### src/rtl/inst_prefetch_buffer_if.sv
// Instruction-memory fetch bus between the prefetch buffer (master) and the instruction SRAM (slave).
// A request transfers on a clock edge where mem_req_valid && mem_req_ready are both high; the
// master holds mem_addr stable while waiting. Exactly one mem_rsp_valid pulse returns per accepted
// request, in order, and it carries no ready (the master always takes or discards it).
interface inst_prefetch_buffer_if #(
  parameter int ADDR_W = 16
);
  logic              mem_req_valid;
  logic              mem_req_ready;
  logic [ADDR_W-1:0] mem_addr;
  logic              mem_rsp_valid;
  logic [31:0]       mem_rsp_data;

  modport master (
    output mem_req_valid,
    output mem_addr,
    input  mem_req_ready,
    input  mem_rsp_valid,
    input  mem_rsp_data
  );

  modport slave (
    input  mem_req_valid,
    input  mem_addr,
    output mem_req_ready,
    output mem_rsp_valid,
    output mem_rsp_data
  );
endinterface

### src/rtl/inst_prefetch_buffer.sv
// RV32I fetch front end: one outstanding word fetch feeding a small {pc, inst} FIFO whose head
// drives Reg_D. A redirect flushes the FIFO and drops any response still in flight.
module inst_prefetch_buffer #(
  parameter int DEPTH  = 4,
  parameter int ADDR_W = 16
) (
  input  logic                          clk,
  input  logic                          rst,
  input  logic                          redirect,
  input  logic [31:0]                   redirect_pc,
  input  logic                          stall,
  output logic                          out_valid,
  output logic [31:0]                   out_pc,
  output logic [31:0]                   out_inst,
  inst_prefetch_buffer_if.master        bus,
  output logic [1:0]                    dbg_state
);

  localparam int PTR_W = $clog2(DEPTH);
  localparam int CNT_W = PTR_W + 1;
  localparam logic [31:0] NOP = 32'h0000_0013;

  typedef enum logic [1:0] {
    IDLE = 2'd0,
    WAIT = 2'd1,
    DROP = 2'd2
  } state_t;

  state_t            state, state_next;
  logic [31:0]       fetch_pc;
  logic [31:0]       req_pc;
  logic [CNT_W-1:0]  count;
  logic [PTR_W-1:0]  rd_ptr, wr_ptr;
  logic [31:0]       pc_mem   [DEPTH];
  logic [31:0]       inst_mem [DEPTH];

  logic req_fire;
  logic push;
  logic pop;

  assign dbg_state = state;
  assign bus.mem_addr = fetch_pc[ADDR_W-1:0];

  always_comb begin
    state_next        = state;
    bus.mem_req_valid = 1'b0;
    push              = 1'b0;
    case (state)
      IDLE: begin
        // Only IDLE requests; the slot for an in-flight word is reserved by count < DEPTH here.
        bus.mem_req_valid = !rst && !redirect && (count < CNT_W'(DEPTH));
        if (bus.mem_req_valid && bus.mem_req_ready) state_next = WAIT;
      end
      WAIT: begin
        if (redirect) begin
          state_next = bus.mem_rsp_valid ? IDLE : DROP;
        end else if (bus.mem_rsp_valid) begin
          push       = 1'b1;
          state_next = IDLE;
        end
      end
      DROP: begin
        if (bus.mem_rsp_valid) state_next = IDLE;
      end
      default: state_next = IDLE;
    endcase
  end

  assign req_fire  = bus.mem_req_valid && bus.mem_req_ready;
  assign out_valid = (count != '0);
  assign pop       = out_valid && !stall && !redirect;
  assign out_pc    = out_valid ? pc_mem[rd_ptr]   : 32'h0;
  assign out_inst  = out_valid ? inst_mem[rd_ptr] : NOP;

  always_ff @(posedge clk) begin
    if (rst) begin
      state    <= IDLE;
      fetch_pc <= 32'h0;
      req_pc   <= 32'h0;
      count    <= '0;
      rd_ptr   <= '0;
      wr_ptr   <= '0;
    end else begin
      state <= state_next;
      if (redirect) begin
        // Flush wins over any push/pop this cycle; the target is forced word-aligned.
        fetch_pc <= redirect_pc & 32'hFFFF_FFFC;
        count    <= '0;
        rd_ptr   <= '0;
        wr_ptr   <= '0;
      end else begin
        if (req_fire) begin
          req_pc   <= fetch_pc;
          fetch_pc <= fetch_pc + 32'd4;
        end
        if (push) wr_ptr <= wr_ptr + PTR_W'(1);
        if (pop)  rd_ptr <= rd_ptr + PTR_W'(1);
        case ({push, pop})
          2'b10:   count <= count + CNT_W'(1);
          2'b01:   count <= count - CNT_W'(1);
          default: count <= count;
        endcase
      end
    end
  end

  always_ff @(posedge clk) begin
    if (push) begin
      pc_mem[wr_ptr]   <= req_pc;
      inst_mem[wr_ptr] <= bus.mem_rsp_data;
    end
  end

endmodule

### src/flat_wrapper.sv
// flat-port wrapper written by rule: the top's interface ports become plain ports
module inst_prefetch_buffer_flat 
#(
  parameter int DEPTH  = 4,
  parameter int ADDR_W = 16
)
  (clk, rst, redirect, redirect_pc, stall, out_valid, out_pc, out_inst, dbg_state, bus_mem_req_valid, bus_mem_addr, bus_mem_req_ready, bus_mem_rsp_valid, bus_mem_rsp_data);
  inst_prefetch_buffer_if #(.ADDR_W(ADDR_W)) bus_i ();
  input  logic clk;
  input  logic rst;
  input  logic redirect;
  input  logic [31:0] redirect_pc;
  input  logic stall;
  output logic out_valid;
  output logic [31:0] out_pc;
  output logic [31:0] out_inst;
  output logic [1:0] dbg_state;
  output wire logic [$bits(bus_i.mem_req_valid)-1:0] bus_mem_req_valid;
  output wire logic [$bits(bus_i.mem_addr)-1:0] bus_mem_addr;
  input wire logic [$bits(bus_i.mem_req_ready)-1:0] bus_mem_req_ready;
  input wire logic [$bits(bus_i.mem_rsp_valid)-1:0] bus_mem_rsp_valid;
  input wire logic [$bits(bus_i.mem_rsp_data)-1:0] bus_mem_rsp_data;
  assign bus_mem_req_valid = bus_i.mem_req_valid;
  assign bus_mem_addr = bus_i.mem_addr;
  assign bus_i.mem_req_ready = bus_mem_req_ready;
  assign bus_i.mem_rsp_valid = bus_mem_rsp_valid;
  assign bus_i.mem_rsp_data = bus_mem_rsp_data;
  inst_prefetch_buffer #(.DEPTH(DEPTH), .ADDR_W(ADDR_W)) u_core (.clk(clk), .rst(rst), .redirect(redirect), .redirect_pc(redirect_pc), .stall(stall), .out_valid(out_valid), .out_pc(out_pc), .out_inst(out_inst), .bus(bus_i), .dbg_state(dbg_state));
endmodule
### config.mk
export PLATFORM = sky130hd
export DESIGN_NAME = inst_prefetch_buffer_flat
export DESIGN_NICKNAME = d
export VERILOG_FILES = /design/src/rtl/inst_prefetch_buffer_if.sv /design/src/rtl/inst_prefetch_buffer.sv /design/src/flat_wrapper.sv
export SDC_FILE = /design/constraint.sdc
export NUM_CORES = 1
export LEC_CHECK = 0
export ABC_AREA = 1
export CAP_MARGIN = 20
export CORE_MARGIN = 2
export CORE_UTILIZATION = 35
export CTS_CLUSTER_DIAMETER = 40
export DETAILED_ROUTE_END_ITERATION = 8
export DONT_BUFFER_PORTS = 1
export GPL_TIMING_DRIVEN = 0
export PLACE_DENSITY = 0.49
export RECOVER_POWER = 25
export SLEW_MARGIN = 20
export SYNTH_ARGS = -nofsm -noshare
export SYNTH_HDL_FRONTEND = slang
export SYNTH_SLANG_ARGS = --single-unit
### constraint.sdc
create_clock -name clk -period 4.7 [get_ports clk]
set_input_delay 0.94 -clock clk [delete_from_list [all_inputs] [get_ports clk]]
set_output_delay 0.94 -clock clk [all_outputs]
set_load 0.05 [all_outputs]
==> metrics.log <==
[metrics] CTS sink cnt: 319
[metrics] postcts setup bufs: 0
[metrics] destination of the worst hold path: u_core.dbg_state[1]
[metrics] cell area after synthesis: 0.0134 mm^2
[metrics] number of design rule violations left after detail routing: 0
[metrics] Syn Area/Cell: 10.3 um^2
[metrics] worst slew pin tran: 1180 ps
[metrics] post-cts gate resize count: 0
[metrics] worst hold stages: 1
[metrics] top cells by area in the synthesized netlist: sky130_fd_sc_hd__edfxtp_1 56%, sky130_fd_sc_hd__dfxtp_1 11%, sky130_fd_sc_hd__nor2_1 9.1%
[metrics] sum of routed wire length over all layers: 36900 um
[metrics] Placed Cells: 1835
[metrics] share of layout cells above drive strength 1: 12.8%
[metrics] number of port buffers: 0
[metrics] tightest slew margin relative to the limit: 21.4%
[metrics] Max-Cap Viols: 0
[metrics] number of buffers on the longest clock path: 3
[metrics] clock root buffer: sky130_fd_sc_hd__clkbuf_16
[metrics] area added between synthesis and finish: 20.4%
[metrics] count leader, synth: sky130_fd_sc_hd__nor2_1
[metrics] combinational group share of total power: 3.5%
[metrics] number of levels the H-tree was split into: 2
[metrics] Pwr Density: 431 mW/mm^2
[metrics] hold-fix buffers at CTS: 0
[metrics] clock latency at the later pin of the worst-skew pair: 580 ps
[metrics] ys async rst share: 0%
[metrics] I/O Pins: 154
[metrics] origin of the worst min-delay path: bus_mem_rsp_valid
[metrics] unrepaired setup endpoints after global routing: no
[metrics] internal power of the cells: 5.35 mW
[metrics] number of endpoints failing setup at the final stage: 0
[metrics] post-route ant nets: 0
[metrics] R2R Path Start: u_core.dbg_state[0]
[metrics] CORE AREA: 0.0377 mm^2
[metrics] via count of the first global-routing pass: 9179
[metrics] first-pass detailed-route iteration total: 5
[metrics] Initial Utilization: 35.6%
[metrics] Starting DRT DRC Count: 583
[metrics] die area: 0.0399 mm^2
[metrics] Total Routing Usage GR: 18.7%
[metrics] worst setup slack after placement: 1010 ps
[metrics] clock network fraction of design power: 51.5%
[metrics] FF-to-FF setup slack: 1950 ps
[metrics] warnings from Yosys: 0
[metrics] count of filler cells inserted in the layout: 3708
[metrics] largest voltage drop on the vdd net: 0.254 mV
[metrics] part of the power in registers: 45.0%
[metrics] total clock buffers created by CTS: 50
[metrics] count of different cell masters after synthesis: 41
[metrics] HP Class: in2reg
[metrics] Die Y: 200 um
[metrics] number of instances in the synthesized netlist: 1306
[metrics] area share of the largest cell type after synthesis: 55.6%
[metrics] switching power share of the total: 23.0%
[metrics] ratio of final minimum period to clock period: 89.1%
[metrics] Synth Flop Type: sky130_fd_sc_hd__edfxtp_1
[metrics] final non-filler cell total: 1929
[metrics] P_sw: 1.60 mW
[metrics] Lkg Pwr: 5.69 nW
[metrics] antenna diode instance count: 0
[metrics] antenna violations before repair: 0
[metrics] number of storage elements in the synthesis netlist: 319
[metrics] required arrival time at the worst endpoint: 3760 ps
[metrics] post-route worst hold slack: 449 ps
[metrics] kind of start point of the critical path: flop
[metrics] library cell occupying the most area in the post-synthesis netlist: sky130_fd_sc_hd__edfxtp_1
[metrics] detailed-placement wirelength estimate: 24900 um
[metrics] maximum fanout encountered on the critical timing path: 10
[metrics] Crit. End Element: output pin
[metrics] skew final: 20.3 ps
[metrics] path type of the worst setup path: reg2out
[metrics] data arrival time of the worst path: 3250 ps
[metrics] number of flops mapped to enable cells by yosys: 248
[metrics] global-route wire length before repair: 55600 um
[metrics] terminus of the critical flop-to-flop path: u_core.inst_mem[0][29]
[metrics] floorplan row count: 71
[metrics] placed instance area: 0.0145 mm^2
[metrics] sequential area share after synthesis: 66.2%
[metrics] post-layout utilization of the core: 42.8%
[metrics] largest net degree at the start of global routing: 24
[metrics] Non-Filler Cell Area, Final: 0.0161 mm^2
[metrics] gpl congestion: 0.857
[metrics] maximum operating frequency: 0.239 GHz
[metrics] number of endpoints with negative hold slack in the final report: 0
[metrics] final routed wire length divided by cell count: 19.1 um
[metrics] Final Power: 6.95 mW
[metrics] setup slack after layout: 511 ps
[metrics] TritonCTS clock tree: built
[metrics] min Tclk post-route: 4190 ps
[metrics] post-CTS clock slew at the launch and capture registers of the worst setup and hold paths: 50 ps
[metrics] floorplan die width: 200 um
[metrics] most frequent cells after synthesis: 326 x sky130_fd_sc_hd__nor2_1, 248 x sky130_fd_sc_hd__edfxtp_1, 172 x sky130_fd_sc_hd__o21ai_0
[metrics] number of nets in the final layout: 1453
[metrics] ratio of routed vias to standard cells: 4.84
[metrics] number of max-slew violations in the final report: 0
[metrics] Worst Reg2Reg Path Length in Cells: 5
[metrics] GRT Residual Overflow: 0
[metrics] number of vias in the routed layout: 9327
[metrics] Post-Route Setup TNS: 0 ps
[metrics] status: finished, final reports clean
## state kept, by name, summed over array words and instances, names as in the netlist, named ones only
signal and count:
u_core.inst_mem 128, u_core.pc_mem 120, u_core.fetch_pc 30, u_core.req_pc 30, u_core.count 3, u_core.dbg_state 2
u_core.rd_ptr 2, u_core.wr_ptr 2
## critical path, cell delays in order, from the launching register on
cell and delay, ps:
sky130_fd_sc_hd__dfxtp_1 310, sky130_fd_sc_hd__clkbuf_1 580, sky130_fd_sc_hd__inv_2 250, sky130_fd_sc_hd__clkbuf_1 350, sky130_fd_sc_hd__nor2_1 170, sky130_fd_sc_hd__o21ai_0 120
sky130_fd_sc_hd__a21oi_1 900
## routing by layer
layer | wire (um) | GRT usage [%]
met1 | 16400 | 24.3
met2 | 17400 | 31.1
met3 | 2540 | 5.20
met4 | 573 | 4.50
met5 | 0 | 0
## layout make-up
| type | instances | area (um^2) | area share, % |
|---|---|---|---|
| buffer | 88 | 460 | 2.85 |
| clock buffer | 58 | 1360 | 8.40 |
| clock inverter | 36 | 299 | 1.85 |
| inverter | 69 | 259 | 1.61 |
| multi-input combinational | 833 | 3940 | 24.4 |
| sequential | 319 | 8870 | 55.0 |
| tap | 511 | 639 | 3.96 |
| timing repair buffer | 15 | 310 | 1.92 |
## cell usage in the layout (no fill, tap or decap), types with 2 or more instances in the layout
cell type / netlist / routed
sky130_fd_sc_hd__nand2_1: 128 / 128
sky130_fd_sc_hd__o311ai_2: 0 / 3
sky130_fd_sc_hd__ha_1: 6 / 6
sky130_fd_sc_hd__nor2_4: 3 / 7
sky130_fd_sc_hd__buf_6: 3 / 3
sky130_fd_sc_hd__buf_16: 0 / 7
sky130_fd_sc_hd__and2_1: 2 / 2
sky130_fd_sc_hd__o21ai_0: 172 / 172
sky130_fd_sc_hd__bufinv_16: 0 / 2
sky130_fd_sc_hd__inv_6: 0 / 7
sky130_fd_sc_hd__clkinv_1: 0 / 6
sky130_fd_sc_hd__a211oi_1: 2 / 2
sky130_fd_sc_hd__conb_1: 1 / 4
sky130_fd_sc_hd__o211ai_1: 2 / 2
sky130_fd_sc_hd__a21oi_2: 0 / 15
sky130_fd_sc_hd__nor2_1: 326 / 322
sky130_fd_sc_hd__a31oi_1: 3 / 3
sky130_fd_sc_hd__buf_12: 0 / 4
sky130_fd_sc_hd__xor2_1: 8 / 8
sky130_fd_sc_hd__buf_2: 17 / 17
sky130_fd_sc_hd__inv_8: 0 / 4
sky130_fd_sc_hd__clkbuf_16: 0 / 53
sky130_fd_sc_hd__nor3_1: 7 / 7
sky130_fd_sc_hd__o21bai_1: 3 / 3
sky130_fd_sc_hd__nand2_2: 4 / 4
sky130_fd_sc_hd__inv_1: 67 / 67
sky130_fd_sc_hd__nand4_1: 4 / 4
sky130_fd_sc_hd__clkinvlp_4: 0 / 4
sky130_fd_sc_hd__nand3_1: 25 / 25
sky130_fd_sc_hd__edfxtp_1: 248 / 248
sky130_fd_sc_hd__nand3b_1: 2 / 2
sky130_fd_sc_hd__inv_2: 2 / 2
sky130_fd_sc_hd__clkinv_4: 0 / 4
sky130_fd_sc_hd__buf_4: 23 / 26
sky130_fd_sc_hd__dfxtp_1: 71 / 71
sky130_fd_sc_hd__clkinv_2: 0 / 9
sky130_fd_sc_hd__clkbuf_1: 45 / 49
sky130_fd_sc_hd__nor2_2: 3 / 3
sky130_fd_sc_hd__a21oi_1: 112 / 97
## power by group through the flow
| stage | Clock (mW) | Sequential [mW] | Combinational, mW |
|---|---|---|---|
| floorplan | 0 | 3.16 | 0.189 |
| global placement | 0 | 3.18 | 0.237 |
| detailed placement | 0 | 3.18 | 0.245 |
| CTS | 3.66 | 3.12 | 0.246 |
| global route | 3.80 | 3.13 | 0.268 |
| finish | 3.58 | 3.12 | 0.244 |
## logic make-up after synthesis
group | Yosys count | synth area share, %
DFF | 319 | 66.2
adders and majority gates | 7 | 0.709
other | 1 | 0.0280
buffers and inverters | 157 | 5.37
xor gates and xnor gates | 9 | 0.588
AOI/OAI and AO/OA | 303 | 11.7
and+or+nand+nor | 510 | 15.4
## worst max-delay path by stage
| stage | cells past startpoint | endpoint | slack [ps] | startpoint |
|---|---|---|---|---|
| after floorplan | 5 | u_core.inst_mem[0][0] | 120 | redirect |
| final | 6 | out_pc[9] | 510 | flop |
| after detailed placement | 6 | out_pc[9] | 1010 | flop |
| after global placement | 5 | u_core.inst_mem[1][23] | -2390 | redirect |
| after CTS | 6 | out_pc[9] | 380 | flop |
| after global routing | 6 | out_pc[4] | 290 | flop |
No activity file was read; power rests on OpenSTA's default activity.
